<file path="src/rtl/packet_check_pkg.sv">
// -----------------------------------------------------------------------------
// packet_check_pkg
// Shared definitions for the test-packet checker: register indices, AXI
// response codes, address mask, FSM state types and small saturating helpers.
// -----------------------------------------------------------------------------
package packet_check_pkg;

    // Register word indices (byte address & ADDR_MASK, >> 2). They match the
    // generator's indices wherever the meaning is the same.
    localparam logic [4:0] REG_MODULE_REV     = 5'd0;
    localparam logic [4:0] REG_PKT_COUNT_H    = 5'd1;
    localparam logic [4:0] REG_PKT_COUNT_L    = 5'd2;
    localparam logic [4:0] REG_CYCLES_PER_PKT = 5'd3;
    localparam logic [4:0] REG_DATA_ERRS      = 5'd4;
    localparam logic [4:0] REG_LEN_ERRS       = 5'd5;
    localparam logic [4:0] REG_CONTROL        = 5'd6;
    localparam logic [4:0] REG_FIRST_BAD_SEQ  = 5'd7;

    // AXI response codes
    localparam logic [1:0] OKAY   = 2'b00;
    localparam logic [1:0] SLVERR = 2'b10;
    localparam logic [1:0] DECERR = 2'b11;

    localparam logic [6:0] ADDR_MASK = 7'h7F;

    typedef enum logic { W_IDLE, W_RESP } wr_state_t;
    typedef enum logic { R_IDLE, R_DATA } rd_state_t;

    // Word index of a byte address inside the register window.
    function automatic logic [4:0] reg_index(input logic [6:0] byte_addr);
        return 5'((byte_addr & ADDR_MASK) >> 2);
    endfunction

    // 32-bit counter step that sticks at all-ones.
    function automatic logic [31:0] sat_inc32(input logic [31:0] v, input logic inc);
        return (inc && (v != '1)) ? v + 32'd1 : v;
    endfunction

    // 64-bit counter step that sticks at all-ones.
    function automatic logic [63:0] sat_inc64(input logic [63:0] v);
        return (v != '1) ? v + 64'd1 : v;
    endfunction

endpackage

</file>
<file path="src/rtl/axi4_lite_slave.sv">
// -----------------------------------------------------------------------------
// axi4_lite_slave
// AXI4-Lite slave front end. Converts the five AXI channels into the simple
// ashi_* handshake: a one-cycle o_ashi_write / o_ashi_read strobe with the
// address (and write data), answered combinationally by the register file
// through i_ashi_wresp / i_ashi_rdata / i_ashi_rresp. Writes complete in one
// cycle of W_IDLE when AW and W are both valid.
// Ports:
//   clk, rst_n          clock, async active-low reset
//   i_aw* / i_w* / o_b* AXI write address, data and response channels
//   i_ar* / o_r*        AXI read address and data channels
//   o_ashi_* / i_ashi_* register-file handshake
// -----------------------------------------------------------------------------
module axi4_lite_slave
    import packet_check_pkg::*;
(
    input  logic        clk,
    input  logic        rst_n,
    input  logic [31:0] i_awaddr,
    input  logic [2:0]  i_awprot,
    input  logic        i_awvalid,
    output logic        o_awready,
    input  logic [31:0] i_wdata,
    input  logic [3:0]  i_wstrb,
    input  logic        i_wvalid,
    output logic        o_wready,
    output logic [1:0]  o_bresp,
    output logic        o_bvalid,
    input  logic        i_bready,
    input  logic [31:0] i_araddr,
    input  logic [2:0]  i_arprot,
    input  logic        i_arvalid,
    output logic        o_arready,
    output logic [31:0] o_rdata,
    output logic [1:0]  o_rresp,
    output logic        o_rvalid,
    input  logic        i_rready,
    output logic [31:0] o_ashi_waddr,
    output logic [31:0] o_ashi_wdata,
    output logic [3:0]  o_ashi_wstrb,
    output logic        o_ashi_write,
    input  logic [1:0]  i_ashi_wresp,
    output logic [31:0] o_ashi_raddr,
    output logic        o_ashi_read,
    input  logic [31:0] i_ashi_rdata,
    input  logic [1:0]  i_ashi_rresp
);

    wr_state_t   r_wstate;
    rd_state_t   r_rstate;
    logic        r_bvalid;
    logic [1:0]  r_bresp;
    logic        r_rvalid;
    logic [1:0]  r_rresp;
    logic [31:0] r_rdata;

    logic w_write;
    logic w_read;
    logic w_unused;

    // Address and data are taken together, so a write is one strobe.
    assign w_write = (r_wstate == W_IDLE) && i_awvalid && i_wvalid;
    assign w_read  = (r_rstate == R_IDLE) && i_arvalid;

    assign o_awready    = w_write;
    assign o_wready     = w_write;
    assign o_arready    = w_read;
    assign o_ashi_write = w_write;
    assign o_ashi_read  = w_read;
    assign o_ashi_waddr = i_awaddr;
    assign o_ashi_wdata = i_wdata;
    assign o_ashi_wstrb = i_wstrb;
    assign o_ashi_raddr = i_araddr;

    assign o_bvalid = r_bvalid;
    assign o_bresp  = r_bresp;
    assign o_rvalid = r_rvalid;
    assign o_rresp  = r_rresp;
    assign o_rdata  = r_rdata;

    // Protection attributes carry no meaning for this register file.
    assign w_unused = ^{i_awprot, i_arprot};

    always_ff @(posedge clk or negedge rst_n) begin
        if (!rst_n) begin
            r_wstate <= W_IDLE;
            r_bvalid <= 1'b0;
            r_bresp  <= OKAY;
        end else begin
            case (r_wstate)
                W_IDLE: if (w_write) begin
                    r_bresp  <= i_ashi_wresp;
                    r_bvalid <= 1'b1;
                    r_wstate <= W_RESP;
                end
                W_RESP: if (i_bready) begin
                    r_bvalid <= 1'b0;
                    r_wstate <= W_IDLE;
                end
                default: r_wstate <= W_IDLE;
            endcase
        end
    end

    always_ff @(posedge clk or negedge rst_n) begin
        if (!rst_n) begin
            r_rstate <= R_IDLE;
            r_rvalid <= 1'b0;
            r_rresp  <= OKAY;
            r_rdata  <= '0;
        end else begin
            case (r_rstate)
                R_IDLE: if (w_read) begin
                    r_rdata  <= i_ashi_rdata;
                    r_rresp  <= i_ashi_rresp;
                    r_rvalid <= 1'b1;
                    r_rstate <= R_DATA;
                end
                R_DATA: if (i_rready) begin
                    r_rvalid <= 1'b0;
                    r_rstate <= R_IDLE;
                end
                default: r_rstate <= R_IDLE;
            endcase
        end
    end

endmodule

</file>
<file path="src/rtl/packet_check.sv">
// -----------------------------------------------------------------------------
// packet_check
// Receive end of the 512-bit AXI-Stream test-packet link. Each beat must carry
// {16{seq}} with all TKEEP bits set; seq starts at 1 and steps once per packet.
// Packet length is checked against CYCLES_PER_PKT latched at beat 1. Good
// packets and errors are counted and exposed over AXI4-Lite.
// Ports:
//   clk, resetn       clock, async active-low reset
//   S_AXI_*           AXI4-Lite register slave
//   AXIS_IN_*         incoming stream (TREADY registered, high after reset)
//   ERROR             high while DATA_ERRS or LEN_ERRS is non-zero
// -----------------------------------------------------------------------------
module packet_check
    import packet_check_pkg::*;
#(
    parameter int unsigned DEFAULT_CYCLES_PER_PKT = 3,
    parameter int unsigned MODULE_VERSION         = 1
) (
    input  logic         clk,
    input  logic         resetn,
    input  logic [31:0]  S_AXI_AWADDR,
    input  logic [2:0]   S_AXI_AWPROT,
    input  logic         S_AXI_AWVALID,
    output logic         S_AXI_AWREADY,
    input  logic [31:0]  S_AXI_WDATA,
    input  logic [3:0]   S_AXI_WSTRB,
    input  logic         S_AXI_WVALID,
    output logic         S_AXI_WREADY,
    output logic [1:0]   S_AXI_BRESP,
    output logic         S_AXI_BVALID,
    input  logic         S_AXI_BREADY,
    input  logic [31:0]  S_AXI_ARADDR,
    input  logic [2:0]   S_AXI_ARPROT,
    input  logic         S_AXI_ARVALID,
    output logic         S_AXI_ARREADY,
    output logic [31:0]  S_AXI_RDATA,
    output logic [1:0]   S_AXI_RRESP,
    output logic         S_AXI_RVALID,
    input  logic         S_AXI_RREADY,
    input  logic [511:0] AXIS_IN_TDATA,
    input  logic [63:0]  AXIS_IN_TKEEP,
    input  logic         AXIS_IN_TLAST,
    input  logic         AXIS_IN_TVALID,
    output logic         AXIS_IN_TREADY,
    output logic         ERROR
);

    // ashi handshake from the AXI front end
    logic [31:0] w_ashi_waddr;
    logic [31:0] w_ashi_wdata;
    logic [3:0]  w_ashi_wstrb;
    logic        w_ashi_write;
    logic [1:0]  w_ashi_wresp;
    logic [31:0] w_ashi_raddr;
    logic        w_ashi_read;
    logic [31:0] w_ashi_rdata;
    logic [1:0]  w_ashi_rresp;

    axi4_lite_slave axi_slave (
        .clk          (clk),
        .rst_n        (resetn),
        .i_awaddr     (S_AXI_AWADDR),
        .i_awprot     (S_AXI_AWPROT),
        .i_awvalid    (S_AXI_AWVALID),
        .o_awready    (S_AXI_AWREADY),
        .i_wdata      (S_AXI_WDATA),
        .i_wstrb      (S_AXI_WSTRB),
        .i_wvalid     (S_AXI_WVALID),
        .o_wready     (S_AXI_WREADY),
        .o_bresp      (S_AXI_BRESP),
        .o_bvalid     (S_AXI_BVALID),
        .i_bready     (S_AXI_BREADY),
        .i_araddr     (S_AXI_ARADDR),
        .i_arprot     (S_AXI_ARPROT),
        .i_arvalid    (S_AXI_ARVALID),
        .o_arready    (S_AXI_ARREADY),
        .o_rdata      (S_AXI_RDATA),
        .o_rresp      (S_AXI_RRESP),
        .o_rvalid     (S_AXI_RVALID),
        .i_rready     (S_AXI_RREADY),
        .o_ashi_waddr (w_ashi_waddr),
        .o_ashi_wdata (w_ashi_wdata),
        .o_ashi_wstrb (w_ashi_wstrb),
        .o_ashi_write (w_ashi_write),
        .i_ashi_wresp (w_ashi_wresp),
        .o_ashi_raddr (w_ashi_raddr),
        .o_ashi_read  (w_ashi_read),
        .i_ashi_rdata (w_ashi_rdata),
        .i_ashi_rresp (w_ashi_rresp)
    );

    // Checker and register state
    logic        r_tready;
    logic [63:0] r_expected_seq;
    logic [15:0] r_beat;
    logic [15:0] r_pkt_cpp;
    logic        r_data_bad;
    logic        r_len_bad;
    logic [63:0] r_pkt_count;
    logic [31:0] r_pkt_count_h;
    logic [31:0] r_data_errs;
    logic [31:0] r_len_errs;
    logic [31:0] r_first_bad;
    logic [15:0] r_cpp;

    logic [4:0]  w_widx;
    logic [4:0]  w_ridx;
    logic        w_cpp_we;
    logic        w_clear;
    logic        w_latch_h;
    logic        w_accept;
    logic [15:0] w_cpp_live;
    logic [15:0] w_cpp;
    logic        w_data_bad;
    logic        w_long;
    logic        w_len_bad;
    logic        w_unused;

    assign w_widx = reg_index(w_ashi_waddr[6:0]);
    assign w_ridx = reg_index(w_ashi_raddr[6:0]);

    // Bits the register map never decodes.
    assign w_unused = ^{w_ashi_waddr[31:7], w_ashi_raddr[31:7],
                        w_ashi_wdata[31:16], w_ashi_wstrb[3:2]};

    always_comb begin
        // NOTE: every output gets a default before the decode, so no path
        // through the block leaves a value held and no latch is inferred.
        w_ashi_wresp = DECERR;
        w_cpp_we     = 1'b0;
        w_clear      = 1'b0;
        if (w_widx == REG_CYCLES_PER_PKT) begin
            w_ashi_wresp = OKAY;
            w_cpp_we     = w_ashi_write;
        end else if (w_widx == REG_CONTROL) begin
            w_ashi_wresp = OKAY;
            w_clear      = w_ashi_write && w_ashi_wstrb[0] && w_ashi_wdata[0];
        end
    end

    always_comb begin
        w_ashi_rdata = '0;
        w_ashi_rresp = OKAY;
        case (w_ridx)
            REG_MODULE_REV:     w_ashi_rdata = 32'(MODULE_VERSION);
            REG_PKT_COUNT_H:    w_ashi_rdata = r_pkt_count_h;
            REG_PKT_COUNT_L:    w_ashi_rdata = r_pkt_count[31:0];
            REG_CYCLES_PER_PKT: w_ashi_rdata = {16'h0000, r_cpp};
            REG_DATA_ERRS:      w_ashi_rdata = r_data_errs;
            REG_LEN_ERRS:       w_ashi_rdata = r_len_errs;
            REG_FIRST_BAD_SEQ:  w_ashi_rdata = r_first_bad;
            default:            w_ashi_rresp = DECERR;
        endcase
    end

    // Reading the low word freezes the high word of the same count value.
    assign w_latch_h = w_ashi_read && (w_ridx == REG_PKT_COUNT_L);

    assign w_accept   = AXIS_IN_TVALID && r_tready;
    assign w_cpp_live = (r_cpp == 16'd0) ? 16'd1 : r_cpp;
    // Beat 1 uses the live register; later beats the value latched at beat 1.
    assign w_cpp      = (r_beat == 16'd1) ? w_cpp_live : r_pkt_cpp;

    assign w_data_bad = r_data_bad
                      || (AXIS_IN_TDATA != {16{r_expected_seq[31:0]}})
                      || (AXIS_IN_TKEEP != '1);
    assign w_long     = !AXIS_IN_TLAST && (r_beat >= w_cpp);
    assign w_len_bad  = r_len_bad || w_long
                      || (AXIS_IN_TLAST && (r_beat < w_cpp));

    assign AXIS_IN_TREADY = r_tready;
    assign ERROR          = (r_data_errs != 32'd0) || (r_len_errs != 32'd0);

    always_ff @(posedge clk or negedge resetn) begin
        // NOTE: all checker state, including configuration, returns to its
        // reset value asynchronously; a partial packet is simply forgotten.
        if (!resetn) begin
            r_tready       <= 1'b0;
            r_expected_seq <= 64'd1;
            r_beat         <= 16'd1;
            r_pkt_cpp      <= 16'd1;
            r_data_bad     <= 1'b0;
            r_len_bad      <= 1'b0;
            r_pkt_count    <= '0;
            r_pkt_count_h  <= '0;
            r_data_errs    <= '0;
            r_len_errs     <= '0;
            r_first_bad    <= '0;
            r_cpp          <= 16'(DEFAULT_CYCLES_PER_PKT);
        end else begin
            // NOTE: non-blocking assignments throughout, so every branch below
            // sees register values from before this edge.
            r_tready <= 1'b1;

            if (w_cpp_we) begin
                if (w_ashi_wstrb[0]) r_cpp[7:0]  <= w_ashi_wdata[7:0];
                if (w_ashi_wstrb[1]) r_cpp[15:8] <= w_ashi_wdata[15:8];
            end

            if (w_latch_h) begin
                r_pkt_count_h <= r_pkt_count[63:32];
            end

            // A clear on the same edge as an accepted beat discards the beat.
            if (w_clear) begin
                r_expected_seq <= 64'd1;
                r_beat         <= 16'd1;
                r_data_bad     <= 1'b0;
                r_len_bad      <= 1'b0;
                r_pkt_count    <= '0;
                r_pkt_count_h  <= '0;
                r_data_errs    <= '0;
                r_len_errs     <= '0;
                r_first_bad    <= '0;
            end else if (w_accept) begin
                if (r_beat == 16'd1) begin
                    r_pkt_cpp <= w_cpp_live;
                end
                if (AXIS_IN_TLAST) begin
                    r_pkt_count <= sat_inc64(r_pkt_count);
                    r_data_errs <= sat_inc32(r_data_errs, w_data_bad);
                    r_len_errs  <= sat_inc32(r_len_errs, w_len_bad);
                    if ((w_data_bad || w_len_bad) && (r_first_bad == 32'd0)) begin
                        r_first_bad <= r_expected_seq[31:0];
                    end
                    r_expected_seq <= r_expected_seq + 64'd1;
                    r_beat         <= 16'd1;
                    r_data_bad     <= 1'b0;
                    r_len_bad      <= 1'b0;
                end else begin
                    r_data_bad <= w_data_bad;
                    r_len_bad  <= w_len_bad;
                    // Overlong packets park the beat count at the limit.
                    if (!w_long) begin
                        r_beat <= r_beat + 16'd1;
                    end
                end
            end
        end
    end

endmodule

</file>
<file path="config.mk">
export PLATFORM = sky130hd
export DESIGN_NAME = packet_check
export DESIGN_NICKNAME = d
export VERILOG_FILES = /design/src/rtl/packet_check_pkg.sv /design/src/rtl/axi4_lite_slave.sv /design/src/rtl/packet_check.sv
export SDC_FILE = /design/constraint.sdc
export NUM_CORES = 1
export LEC_CHECK = 0
export CAP_MARGIN = 20
export CORE_AREA = 2 2 282 284
export CTS_CLUSTER_SIZE = 10
export DETAILED_ROUTE_END_ITERATION = 8
export DIE_AREA = 0 0 284 286
export SLEW_MARGIN = 25
export SYNTH_ARGS = -nofsm -noshare
export SYNTH_HDL_FRONTEND = slang
export SYNTH_SLANG_ARGS = --single-unit
</file>
<file path="constraint.sdc">
create_clock -name clk -period 5.3 [get_ports clk]
set_input_delay 0.53 -clock clk [delete_from_list [all_inputs] [get_ports clk]]
set_output_delay 0.53 -clock clk [all_outputs]
set_load 0.005 [all_outputs]
</file>
Yosys cells after proc, flatten, opt, wreduce, memory -nomap -nowiden. Index checks and enable logic that the tools add are counted. W data, S select, Z words.

Register bits: 347. Input bits: 691. Output and inout port bits: 43. Logic and storage cells: 146.

Add/subtract/negate cells: 5. Magnitude comparators: 2. Eq/ne operators: 19. Multiplexer cells: 52. Bitwise gates (word level): 3. Reductions and logical operators: 45.

Operators by type and width (number): $ne A512 B512 Y1 (1); $mux W32 (14); $mux W64 (7); $pmux W32 S7 (1); $add A64 B1 Y64 const B (2); $ne A64 B64 Y1 const B (2); $mux W16 (6); $add A32 B1 Y32 const B (2); $ne A32 B32 Y1 const B (2); $reduce_bool A32 Y1 (2); $logic_not A32 Y1 (1); $eq A5 B3 Y1 const B (4); $reduce_and A2 Y1 (9); $mux W1 (17); $add A16 B1 Y16 const B (1); $eq A16 B1 Y1 const B (1); $ge A16 B16 Y1 (1); $logic_not A16 Y1 (1); $lt A16 B16 Y1 (1); $eq A5 B2 Y1 const B (3); $reduce_bool A2 Y1 (7); $logic_and A1 B1 Y1 (12); $reduce_and A3 Y1 (4); $ne A2 B2 Y1 const B (4); other kinds (9) (21).

Depth between registers and ports, before layout. Gate-level depths: netlist (run 1).

Depth in word-level cells: 13. Gate-level depth with buffers: 18.

Cells and area by module. From an unflattened synthesis (run 1), not the netlist that was laid out.

Cell total of the unflattened synthesis: 2692. Area total of the unflattened synthesis: 22705.5 sq um.

By module, submodules not included: packet_check (times used 1, cells each 2496, area each 20279.4 sq um); axi4_lite_slave (times used 1, cells each 196, area each 2426.1 sq um).

Least setup slack after synthesis (run 1). Ideal clock, no wire load.

Kind: flip-flop to flip-flop. From: register r_beat[0]. To: register r_len_errs[14]. Setup time: 132 ps. Data arrival time: 3980 ps. Required time: 5168 ps. Slack: 1188 ps. Stages on the path, launching flop included: 17. Path buffers: 1. Period minus slack after synthesis: 4112 ps. Cell sequence: dfstp_2 ha_1 nor4b_1 nand4_1 a41oi_1 clkbuf_1 a22oi_1 ha_1 a21o_1 a21o_1 a21oi_1 o21a_1 a21oi_1 nor3_1 nand4_1 xor2_1 nor2_1.

Word-level cells in the longest chain between the ends: 9. Elaborated cells on any way between the ends: 11. Classes of those cells: order compare: 2; eq/ne: 1; mux: 1; reduce/logical: 7.

Ends and longest elaborated chain: start: declaration (RTL line packet_check.sv:95) `logic [15:0] r_beat;`; start signal: assignment (RTL line packet_check.sv:235) `r_beat <= r_beat + 16'd1;`; $eq A16 B1 Y1 (RTL line packet_check.sv:162) `assign w_cpp = (r_beat == 16'd1) ? w_cpp_live : r_pkt_cpp;`; $mux W16; $ge A16 B16 Y1 (RTL line packet_check.sv:167) `assign w_long = !AXIS_IN_TLAST && (r_beat >= w_cpp);`; $logic_and A1 B1 Y1 (RTL line packet_check.sv:167); $logic_or A1 B1 Y1 (RTL line packet_check.sv:168) `assign w_len_bad = r_len_bad || w_long`; $logic_or A1 B1 Y1 * (RTL line packet_check.sv:169) `|| (AXIS_IN_TLAST && (r_beat < w_cpp));`; $logic_and A1 B1 Y1 * (RTL line packet_check_pkg.sv:36) `return (inc && (v != '1)) ? v + 32'd1 : v;`; $reduce_bool A2 Y1 (no line) *; $reduce_and A3 Y1 (no line) *; end signal: assignment (RTL line packet_check.sv:222) `r_len_errs <= sat_inc32(r_len_errs, w_len_bad);`; end: declaration (RTL line packet_check.sv:102) `logic [31:0] r_len_errs;`.

Mark *: on every way between the ends. The rest lies on a longest branch, timed or not. A chain may end at the register's enable or synchronous reset.

Final worst setup path (run 1).
From: register r_beat[0]. To: register r_first_bad[31].

Word-level cells in the longest chain between the ends: 10. Elaborated cells on any way between the ends: 12. Classes of those cells: order compare: 2; eq/ne: 1; mux: 1; reduce/logical: 8.

Ends and longest elaborated chain: $eq A16 B1 Y1 (RTL line packet_check.sv:162); $mux W16; $ge A16 B16 Y1 (RTL line packet_check.sv:167); $logic_and A1 B1 Y1 (RTL line packet_check.sv:167); $logic_or A1 B1 Y1 (RTL line packet_check.sv:168); $logic_or A1 B1 Y1 * (RTL line packet_check.sv:169); $logic_or A1 B1 Y1 * (RTL line packet_check.sv:223) `if ((w_data_bad || w_len_bad) && (r_first_bad == 32'd0)) begin`; $logic_and A1 B1 Y1 * (RTL line packet_check.sv:223); $reduce_bool A2 Y1 (no line) *; $reduce_and A3 Y1 (no line) *; end signal: assignment (RTL line packet_check.sv:224) `r_first_bad <= r_expected_seq[31:0];`; end: declaration (RTL line packet_check.sv:103) `logic [31:0] r_first_bad;`.

Marked as above.

==> run summary, run 1 <==
Post-synthesis cell type count -> 84
Synthesized net count -> 3778
Yosys warnings -> 0
Antenna violations before repair -> 21
Routed via count -> 28024
Initial Util -> 31.3%
Actual slew at the worst max-slew pin -> 1.13 ns
Worst hold slack -> 0.458 ns
GRT overflow -> 0
Vias in the first global route -> 27532
Root Driver -> clkbuf_16
Sw Pwr -> 2710 uW
Leakage -> 0.0131 uW
DIE AREA -> 81200 sq um
#FFs+latches synth -> 313
Hold Vio Cnt, Final -> 0
Asr flop ratio synth -> 100%
Routing usage on met3 -> 6.02%
Initial DRC count -> 3195
Final Cycle Share -> 87.0%
Internal power -> 5010 uW
Cell chain of the critical path -> ha_1, nor4b_1, nand4_1, buf_4, a41oi_1, buf_4, a22oi_1, ha_1, a21o_1, a21oi_1, a211oi_1, o21ai_0, a21oi_1, a22o_1, and2_1, buf_12, o21ai_0
GRT Overall Usage -> 35.3%
Netlist Area Pre-Place -> 24500 sq um
Crit path required time -> 5.73 ns
Antenna Nets Post-Route -> 0
Clock power frac -> 31.8%
Pwr Density -> 230 nW/um^2
Met2 usage -> 58.4%
Via/cell ratio -> 5.87
Max FO, Critical Path -> 32
Post-route insts no fill -> 4772
Met1 global-route usage -> 40.7%
Area fraction of the dominant cell type after synthesis -> 31.4%
DRC violations left -> 0
Cells after Synth -> 3063
Critical-path top delay cell -> a22o_1
# setup viols final -> 0
Gpl congestion -> 1.08
Core box area -> 78400 sq um
Status -> finished clean
Post-route setup TNS -> 0 ns
Worst EP arrival -> 5.04 ns
Period minus WS final -> 4.61 ns
Row Count -> 103
Nets -> 4401
Fmax -> 217 MHz
Setup Crit Path Kind -> reg -> reg
Routed wire length -> 149000 um
Register area share after synthesis -> 32.0%
RSZ-0062 raised after global routing -> false
Post-synth EDFFs -> 0
Pin count of the biggest net entering global routing -> 135
Global routing's busiest layer -> met2
Pre-antenna DRT Iters -> 6
Hold Path Class -> reg -> reg
Top_reg_cell synth -> dfrtp_1
Seq pwr share -> 37.4%
Area growth, synth to finish -> 37.2%
Largest cells by area after synthesis -> dfrtp_1 31%, xor2_1 5.9%, xnor2_1 5.0%
Gates resized, CTS repair -> 0
Fin Clk Skew -> 0.0237 ns
Logic pwr share -> 30.9%
Slew Viols, Final -> 0
Clk sink count -> 313
Die W -> 284 um
Max Root-Sink Buffers -> 3
Layout cell share with drive strength beyond 1 -> 5.86%
Post-CTS setup buffer count -> 0
Worst rel slew slack -> 24.2%
Post-DP HPWL -> 122000 um
CP Launch Type -> flop
Max-Cap Viols -> 0
Largest area contributor in the netlist -> dfrtp_1
Placed cells -> 4694
Fillcell total -> 8133
CTS tree -> built
Kind of end point of the critical path -> flop
Maximum VDD drop -> 0.000229 V
Sw Ratio -> 35.1%
CTS buffer count -> 39
Register-to-Register Path Depth -> 17
First-pass GRT wire length -> 205000 um
Chip height -> 286 um
Syn avg cell area -> 8.00 sq um
Skew-Pair Late Insertion Delay -> 0.57 ns
CTS H-tree depth -> 2
WL/cell -> 31.1 um
Slowest stage delay, CP -> 0.59 ns
Ports -> 734
Worst hold path depth -> 1
PortBufs -> 655
Worst-path clk slew -> 0.06 ns
[critical path, delay by kind of cell, from the launching register on]
kind                     cells  cell delay [ns]
flip-flops                   1             0.57
AND/OR/NAND/NOR              3             0.62
AO/OA/AOI/OAI                9             2.13
buffers and inverters        3             0.65
adder cells (fa/ha/maj)      2             0.47
[power groups by stage]
stage	clock, uW	sequential, uW	combinational (uW)
floorplan	0	2740	1130
global placement	0	2900	2310
detailed placement	0	2910	2320
CTS	2500	2870	2330
global route	2600	2890	2510
finish	2450	2890	2380
[cells in the mapped netlist, drive strengths merged (22+ instances only)]
master   number
a2111oi      27
a21oi       118
a22oi        39
and3         67
and4         27
buf          83
clkbuf       97
dfrtp       308
ha           24
inv          76
mux2i        64
nand2       322
nand2b       79
nand3       164
nand4       147
nor2        244
nor2b        73
nor3        110
nor4        129
o2111ai      25
o211ai       22
o21ai       161
o22ai        32
or3          57
or4          25
xnor2       141
xor2        166
[per-layer routing]
layer / share of wire, % / routed length [um]
met1: 37 / 55400
met3: 7.1 / 10500
met5: 0 / 0
met4: 9.2 / 13700
met2: 46 / 68900
[path summary, 6_finish.rpt]
path,start,end,slack [ns]
max in group asynchronous,resetn,r_data_errs[20],3.56
hold reg to reg,axi_slave.r_rstate,axi_slave.o_rvalid,0.46
min in group asynchronous,resetn,r_pkt_count_h[13],0.52
setup reg to reg,r_beat[0],r_first_bad[31],0.69
setup / recovery,r_beat[0],r_first_bad[31],0.69
hold / removal,axi_slave.r_rstate,axi_slave.o_rvalid,0.46
[registers in the layout (all words and copies together) (netlist names), 16 cells and up]
name and flops:
r_pkt_count 64, axi_slave.o_rdata 32, r_data_errs 32, r_expected_seq 32, r_first_bad 32, r_len_errs 32, r_pkt_count_h 32, r_beat 16
r_cpp 16, r_pkt_cpp 16
[metrics by stage]
stage / cell area, sq um / worst slack (ns) / total power [uW] / util [%]
2_1_floorplan: 24500 / 1.19 / 3870 / -
3_3_place_gp: 32400 / 0.756 / 5220 / 41.4
3_5_place_dp: 32400 / 0.622 / 5230 / 41.4
4_1_cts: 33600 / 0.731 / 7700 / 42.8
5_1_grt: 33600 / 0.193 / 8000 / 42.9
6_report: 33600 / 0.691 / 7720 / 42.9
[cell families (layout without fill, tap and decap cells)]
group                    Yosys count  in the layout  synth area share (%)
AO/OA/AOI/OAI                    557            557                  15.0
flip-flops                       313            313                  32.0
AND/OR/NAND/NOR                 1520           1520                  32.6
adder cells (fa/ha/maj)           24             24                  1.23
multiplexers                      84             84                  3.53
XOR/XNOR                         307            307                  11.0
other                              1             20                0.0153
buffers and inverters            257            897                  4.65
[cells in the final DEF, fill, tap and decap left out, types with 10 or more instances in the layout]
cell,n
xor2_1,166
dfrtp_1,308
o2111ai_1,25
nor2b_1,72
o21ai_0,130
and4_1,27
nand3_1,163
buf_4,101
nor3_1,110
inv_1,72
nand2_1,322
o211ai_1,22
nand4_1,147
or2_2,12
and3_1,66
a22oi_1,39
mux2i_1,64
diode_2,19
or3_1,57
clkbuf_16,40
clkdlybuf4s50_1,653
o21ai_1,31
xnor2_1,140
a2111oi_0,25
and2_1,14
or4_1,25
ha_1,24
nor4b_1,10
mux2_2,17
nor4_1,125
nand2b_1,79
nor2_1,243
a221oi_1,19
a21oi_1,117
a31oi_1,11
o22ai_1,32
[layout make-up]
type,count,area [sq um],share of cell area [%]
Clock inverter,6,48.8,0.145
Clock buffer,52,1080,3.20
Inverter,77,289,0.860
Multi-Input combinational cell,2493,15600,46.4
Timing Repair Buffer,762,7420,22.1
Tap cell,1050,1310,3.91
Sequential cell,313,7840,23.3
Antenna cell,19,47.5,0.141
[what timing repair did]
item                                   4_1_cts  5_1_grt
hold buffers                                 1        0
setup endpoints to repair                    0        0
endpoints found under the hold margin       66        0
(Power assumes the default switching activity.)
==> run 2, diff against run 1 <==
CTS_CLUSTER_SIZE = 16   (was 10)
TNS_END_PERCENT = 30   (was not set)
==> run 2 against run 1 <==
  * First-iteration DRC count decreased by 7.1%
  * Sequential power about the same
  * Routed wire length about the same
  * Non-clock buffer count unchanged
  * Global-route usage decreased by 0.080 points
  * Utilization increased by 0.18 points
  * Critical endpoint is now r_data_errs[15]
==> run summary, run 2 (synthesized netlist as in run 1, its figures left out) <==
Skew-Pair Late Insertion Delay -> 0.55 ns (-0.02 ns)
Vias in the first global route -> 27521 (-0.040%)
Gpl congestion -> 1.08 (unchanged)
R2R Path End -> r_data_errs[15]
Top cell by count, worst path -> nor4_1
CP Launch Type -> flop
Routed via count -> 28255 (+0.82%)
Initial DRC count -> 2967 (-7.1%)
Post-DP HPWL -> 122000 um (unchanged)
Core box area -> 78400 sq um (unchanged)
Max reg flops -> 64 (unchanged)
Area growth, synth to finish -> 37.7%
Hold Vio Cnt, Final -> 0 (unchanged)
Final Cycle Share -> 87.6% (+0.62 points)
RSZ-0062 raised after global routing -> false
DRC violations left -> 0 (unchanged)
Pwr Density -> 236 nW/um^2 (+2.7%)
Largest reg by FF count -> r_pkt_count
Post-CTS setup buffer count -> 0 (unchanged)
Cell chain of the critical path -> nor2b_1, a2111oi_0, nand4_1, nor4_1, nand4_1, nor4_1, buf_4, and4_1, buf_4, nor4_1, mux2i_1
Most frequent cells in the layout -> 653 x clkdlybuf4s50_1, 322 x nand2_1, 308 x dfrtp_1
Clk sink count -> 313 (unchanged)
Kind of end point of the critical path -> flop
R2R Setup Slk -> 0.66 ns (-0.03 ns)
Die W -> 284 um (unchanged)
Max FO, Critical Path -> 11 (-66%)
GRT Overall Usage -> 35.2% (-0.080 points)
RR Startpoint -> r_expected_seq[5]
Pin count of the biggest net entering global routing -> 135 (unchanged)
Fmax -> 215 MHz (-0.71%)
CTS hold repair buffers -> 1 (unchanged)
CP endpoint -> r_data_errs[15]
Leakage -> 0.0132 uW (+0.47%)
Worst rel slew slack -> 22.5% (-1.7 points)
Status -> finished clean
Root Driver -> clkbuf_16
Slowest stage delay, CP -> 0.95 ns (+0.36 ns)
Chip height -> 286 um (unchanged)
WL/cell -> 31.1 um (about the same)
Layout cell share with drive strength beyond 1 -> 5.98% (+0.12 points)
Critical-path top delay cell -> a2111oi_0
Max Root-Sink Buffers -> 3 (unchanged)
Fin Clk Skew -> 0.0167 ns (-0.00693 ns)
Worst hold slack -> 0.464 ns (+0.00570 ns)
Period minus WS final -> 4.64 ns (+0.0329 ns)
Max-Cap Viols -> 0 (unchanged)
Via/cell ratio -> 5.91 (+0.68%)
First-pass GRT wire length -> 204000 um (-0.13%)
DIE AREA -> 81200 sq um (unchanged)
Gates resized, CTS repair -> 0 (unchanged)
Ports -> 734 (unchanged)
Setup Crit Path Kind -> reg -> reg
PortBufs -> 655 (unchanged)
Crit. Startpoint -> r_expected_seq[5]
Maximum VDD drop -> 0.000204 V (-11%)
Nets -> 4398 (-0.068%)
CTS H-tree depth -> 2 (unchanged)
Initial Util -> 31.3% (unchanged)
Row Count -> 103 (unchanged)
Pre-antenna DRT Iters -> 5 (-1)
Slew Viols, Final -> 0 (unchanged)
Fillcell total -> 8114 (-0.23%)
Post-route setup TNS -> 0 ns (unchanged)
Actual slew at the worst max-slew pin -> 1.13 ns (+0.00808 ns)
Hold Path Class -> reg -> reg
Antenna violations before repair -> 19 (-9.5%)
# setup viols final -> 0 (unchanged)
Worst EP arrival -> 5.06 ns (+0.02 ns)
CTS tree -> built
Worst-path clk slew -> 0.06 ns (about the same)
GRT overflow -> 0 (unchanged)
CTS buffer count -> 36 (-7.7%)
Antenna Nets Post-Route -> 0 (unchanged)
Crit path required time -> 5.72 ns (about the same)
Routed wire length -> 149000 um (about the same)
Register-to-Register Path Depth -> 11 (-6)
Most common cell after layout, fill and taps aside -> clkdlybuf4s50_1
==> run 2: area by class of cell <==
type | count | area, sq um | share of cell area (%)
multi-input combinational | 2493 | 15600 | 46.2
sequential | 313 | 7840 | 23.2
timing repair buffer | 762 | 7420 | 22.0
tap | 1050 | 1310 | 3.89
clock buffer | 56 | 1080 | 3.19
inverter | 77 | 289 | 0.856
clock inverter | 9 | 185 | 0.548
antenna | 19 | 47.5 | 0.141
==> run 2: per-layer routing <==
layer	GRT usage (%)	routed length [um]	vias to the layer above
li1	-	-	12502
met1	40.7	55100	13729
met2	58.7	69700	1615
met3	6.00	11200	407
met4	26.1	12700	2
met5	0	16	-
==> run 2: stage by stage <==
| step | setup slack, ns | instances | utilization (%) | cell area, sq um | power, uW |
|---|---|---|---|---|---|
| after floorplan | 1.19 | 3063 | - | 24500 | 3870 |
| after global placement | 0.756 | 4694 | 41.4 | 32400 | 5220 |
| after detailed placement | 0.622 | 4694 | 41.4 | 32400 | 5230 |
| after CTS | 0.757 | 4760 | 43.0 | 33700 | 7940 |
| after global routing | 0.214 | 4773 | 43.1 | 33700 | 8230 |
| final | 0.658 | 4779 | 43.1 | 33800 | 7960 |
==> run 2: power breakdown <==
part	total [uW]	internal, uW	switching [uW]
combinational	2390	1030	1360
clock	2690	1650	1040
sequential	2880	2570	310
total	7960	5250	2720
==> run 2: worst max-delay path: cells and delay by family, from the launching register on <==
kind	cells	cell delay (ns)
simple gates	7	2.19
compound gates	1	0.95
flops	1	0.72
buf+inv	2	0.49
mux	1	0.15
==> run 2: how the worst min path moves through the flow <==
stage,cells after the start,startpoint,slack (ns),endpoint
after floorplan,0,resetn,0.23,AXIS_IN_TREADY
after global placement,1,axi_slave.r_rstate,0.45,axi_slave.o_rvalid
after detailed placement,1,axi_slave.r_rstate,0.45,axi_slave.o_rvalid
after CTS,1,axi_slave.r_rstate,0.46,axi_slave.o_rvalid
after global routing,2,r_pkt_cpp[15],0.50,r_pkt_cpp[15]
final,1,axi_slave.r_rstate,0.46,axi_slave.o_rvalid
==> run 3, diff against run 2 <==
GPL_TIMING_DRIVEN = 0   (was not set)
==> run 3 against run 2 <==
  * The flow now finishes with violations (negative hold slack, negative setup slack)
  * Die area unchanged
  * Final area decreased by 0.17%
  * Via count is 2.7% higher
  * Global-route usage grew 4.5 points
  * Setup slack got worse by 0.80 ns
  * Non-clock buffer count increased by 77
  * Final cell count grew 1.5%
  * Register-to-register slack got worse by 0.80 ns
  * Fmax is 15% lower
  * Sequential share of layout area is essentially flat
  * Sequential cell count unchanged
  * Routed wire length is 13% higher
==> run summary, run 3 (synthesized netlist as in run 1, its figures left out) <==
Status -> finished with violations
Failing checks -> negative hold slack, negative setup slack
Worst EP arrival -> 5.85 ns (+0.79 ns)
RSZ-0062 raised after global routing -> false
Skew-Pair Late Insertion Delay -> 0.54 ns (about the same)
Most frequent cells in the layout -> 652 x clkdlybuf4s50_1, 322 x nand2_1, 308 x dfrtp_1
Core box area -> 78400 sq um (unchanged)
Worst rel slew slack -> 22.2% (-0.29 points)
Worst-path clk slew -> 0.06 ns (about the same)
Hold Vio Cnt, Final -> 21 (+21)
Routed via count -> 29031 (+2.7%)
Die W -> 284 um (unchanged)
CTS H-tree depth -> 2 (unchanged)
Setup Crit Path Kind -> reg -> reg
Antenna Nets Post-Route -> 0 (unchanged)
Slew Viols, Final -> 0 (unchanged)
Gpl congestion -> 1.11 (+2.7%)
Antenna violations before repair -> 18 (-1)
Placed cells -> 4769 (+1.6%)
Largest reg by FF count -> r_pkt_count
Dpl ws -> -0.114 ns (-0.737 ns)
PortBufs -> 653 (-0.31%)
Leakage -> 0.0131 uW (-0.70%)
WL met2 -> 75700 um (+8.6%)
CTS hold repair buffers -> 0 (-1)
CTS buffer count -> 36 (unchanged)
Initial DRC count -> 3546 (+20%)
Routed wire length -> 167000 um (+13%)
Clk sink count -> 313 (unchanged)
Post-DP HPWL -> 137000 um (+12%)
GRT overflow -> 0 (unchanged)
Period minus WS final -> 5.44 ns (+0.797 ns)
Fmax -> 184 MHz (-15%)
Ports -> 734 (unchanged)
Vias in the first global route -> 28488 (+3.5%)
Row Count -> 103 (unchanged)
Pin count of the biggest net entering global routing -> 89 (-34%)
Via/cell ratio -> 5.99 (+1.3%)
M1 WL -> 60200 um (+9.4%)
Root Driver -> clkbuf_16
Layout cell share with drive strength beyond 1 -> 5.23% (-0.75 points)
WL/cell -> 34.5 um (+11%)
Area growth, synth to finish -> 37.5%
Post-route insts no fill -> 4849 (+1.5%)
Chip height -> 286 um (unchanged)
DRC violations left -> 0 (unchanged)
Final Cycle Share -> 103% (+15 points)
Kind of end point of the critical path -> flop
Max Root-Sink Buffers -> 3 (unchanged)
Max reg flops -> 64 (unchanged)
GRT Overall Usage -> 39.7% (+4.5 points)
Maximum VDD drop -> 0.000250 V (+23%)
Final instance area -> 33700 sq um (-0.17%)
CTS tree -> built
Pwr Density -> 236 nW/um^2 (about the same)
CP Launch Type -> flop
Nets -> 4475 (+1.8%)
Fin Clk Skew -> 0.0144 ns (-0.00233 ns)
Max FO, Critical Path -> 10 (-1)
First-pass GRT wire length -> 226000 um (+11%)
Pre-antenna DRT Iters -> 8 (+3)
# setup viols final -> 44 (+44)
Initial Util -> 31.3% (unchanged)
DIE AREA -> 81200 sq um (unchanged)
Most common cell after layout, fill and taps aside -> clkdlybuf4s50_1
Actual slew at the worst max-slew pin -> 1.17 ns (+0.0336 ns)
Max-Cap Viols -> 0 (unchanged)
Max Used Layer -> met5
Area after DPL -> 32500 sq um (+0.17%)
Crit path required time -> 5.71 ns (about the same)
WL met3 -> 14600 um (+31%)
Hold Path Class -> in -> async
Worst hold slack -> -0.0191 ns (-0.483 ns)
Final setup margin -> -0.139 ns (-0.797 ns)
run 3: cell types whose count changed in the layout (fill, tap and decap cells not counted), sizes merged:
cell,delta
diode,-6
dlygate4sd3,-1
clkinvlp,+1
clkbuf,+98
bufinv,-4
clkdlybuf4s50,-1
buf,-19
clkinv,+2
run 3: worst max-delay path, stage by stage, from the launching register on:
cell and delay, ns:
dfrtp_1 0.66, clkbuf_4 0.51, buf_2 0.55, nand3_1 0.20
a2111o_1 0.42, nor4_1 0.71, nand4_1 0.48, nor4_2 0.61
and4_1 0.52, and2_1 0.32, buf_4 0.22, o21ai_1 0.09
run 3: path summary, 6_finish.rpt:
path | from | end | slack, ns | cells after the start
worst min register to register | axi_slave.r_rstate | axi_slave.o_rvalid | 0.45 | 1
worst max register to register | r_expected_seq[26] | r_first_bad[5] | -0.14 | 11
worst max-delay path | r_expected_seq[26] | r_first_bad[5] | -0.14 | 11
min in group clk | axi_slave.r_rstate | axi_slave.o_rvalid | 0.45 | 1
max in group asynchronous | resetn | r_expected_seq[0] | 4.06 | 3
worst min-delay path | resetn | r_pkt_count[46] | -0.02 | 1
run 3: power breakdown:
part,internal (uW),leakage [uW],switching [uW]
logic,1040,0.00832,1610
clock network,1440,0.000560,1040
registers,2570,0.00419,239
total,5050,0.0131,2890
run 3: metal layers:
| layer | track usage, % | vias up |
|---|---|---|
| met5 | 0 | - |
| met4 | 33.6 | 4 |
| met3 | 8.78 | 517 |
| met2 | 63.6 | 1839 |
| met1 | 45.1 | 14043 |
| li1 | - | 12628 |
run 3: final cells by class:
| class | count | area, sq um |
|---|---|---|
| inverters | 77 | 289 |
| clock buffers | 56 | 1070 |
| repair buffers | 659 | 6650 |
| fillers | 8100 | 44700 |
| diodes | 13 | 32.5 |
| well taps | 1050 | 1310 |
| multi-input cells | 2493 | 15600 |
| plain buffers | 180 | 865 |
| flip-flops and latches | 313 | 7840 |
| clock inverters | 8 | 75.1 |
run 3: timing repair:
action / CTS / global route
endpoints found under the setup margin: 55 / 63
resized for setup: 3 / 6
pin swaps: 1 / 1
setup buffers: 0 / 3
run 3: metrics by stage:
stage	hold WS [ns]	setup TNS, ns	total power [uW]	utilization (%)
5_1_grt	0.0287	0	8180	43.0
4_1_cts	0.00346	0	7870	42.9
2_1_floorplan	0.234	0	3870	-
3_5_place_dp	0.438	-3.39	5380	41.5
6_report	-0.0191	-3.99	7940	43.0
3_3_place_gp	0.433	-3292.09	5380	41.3
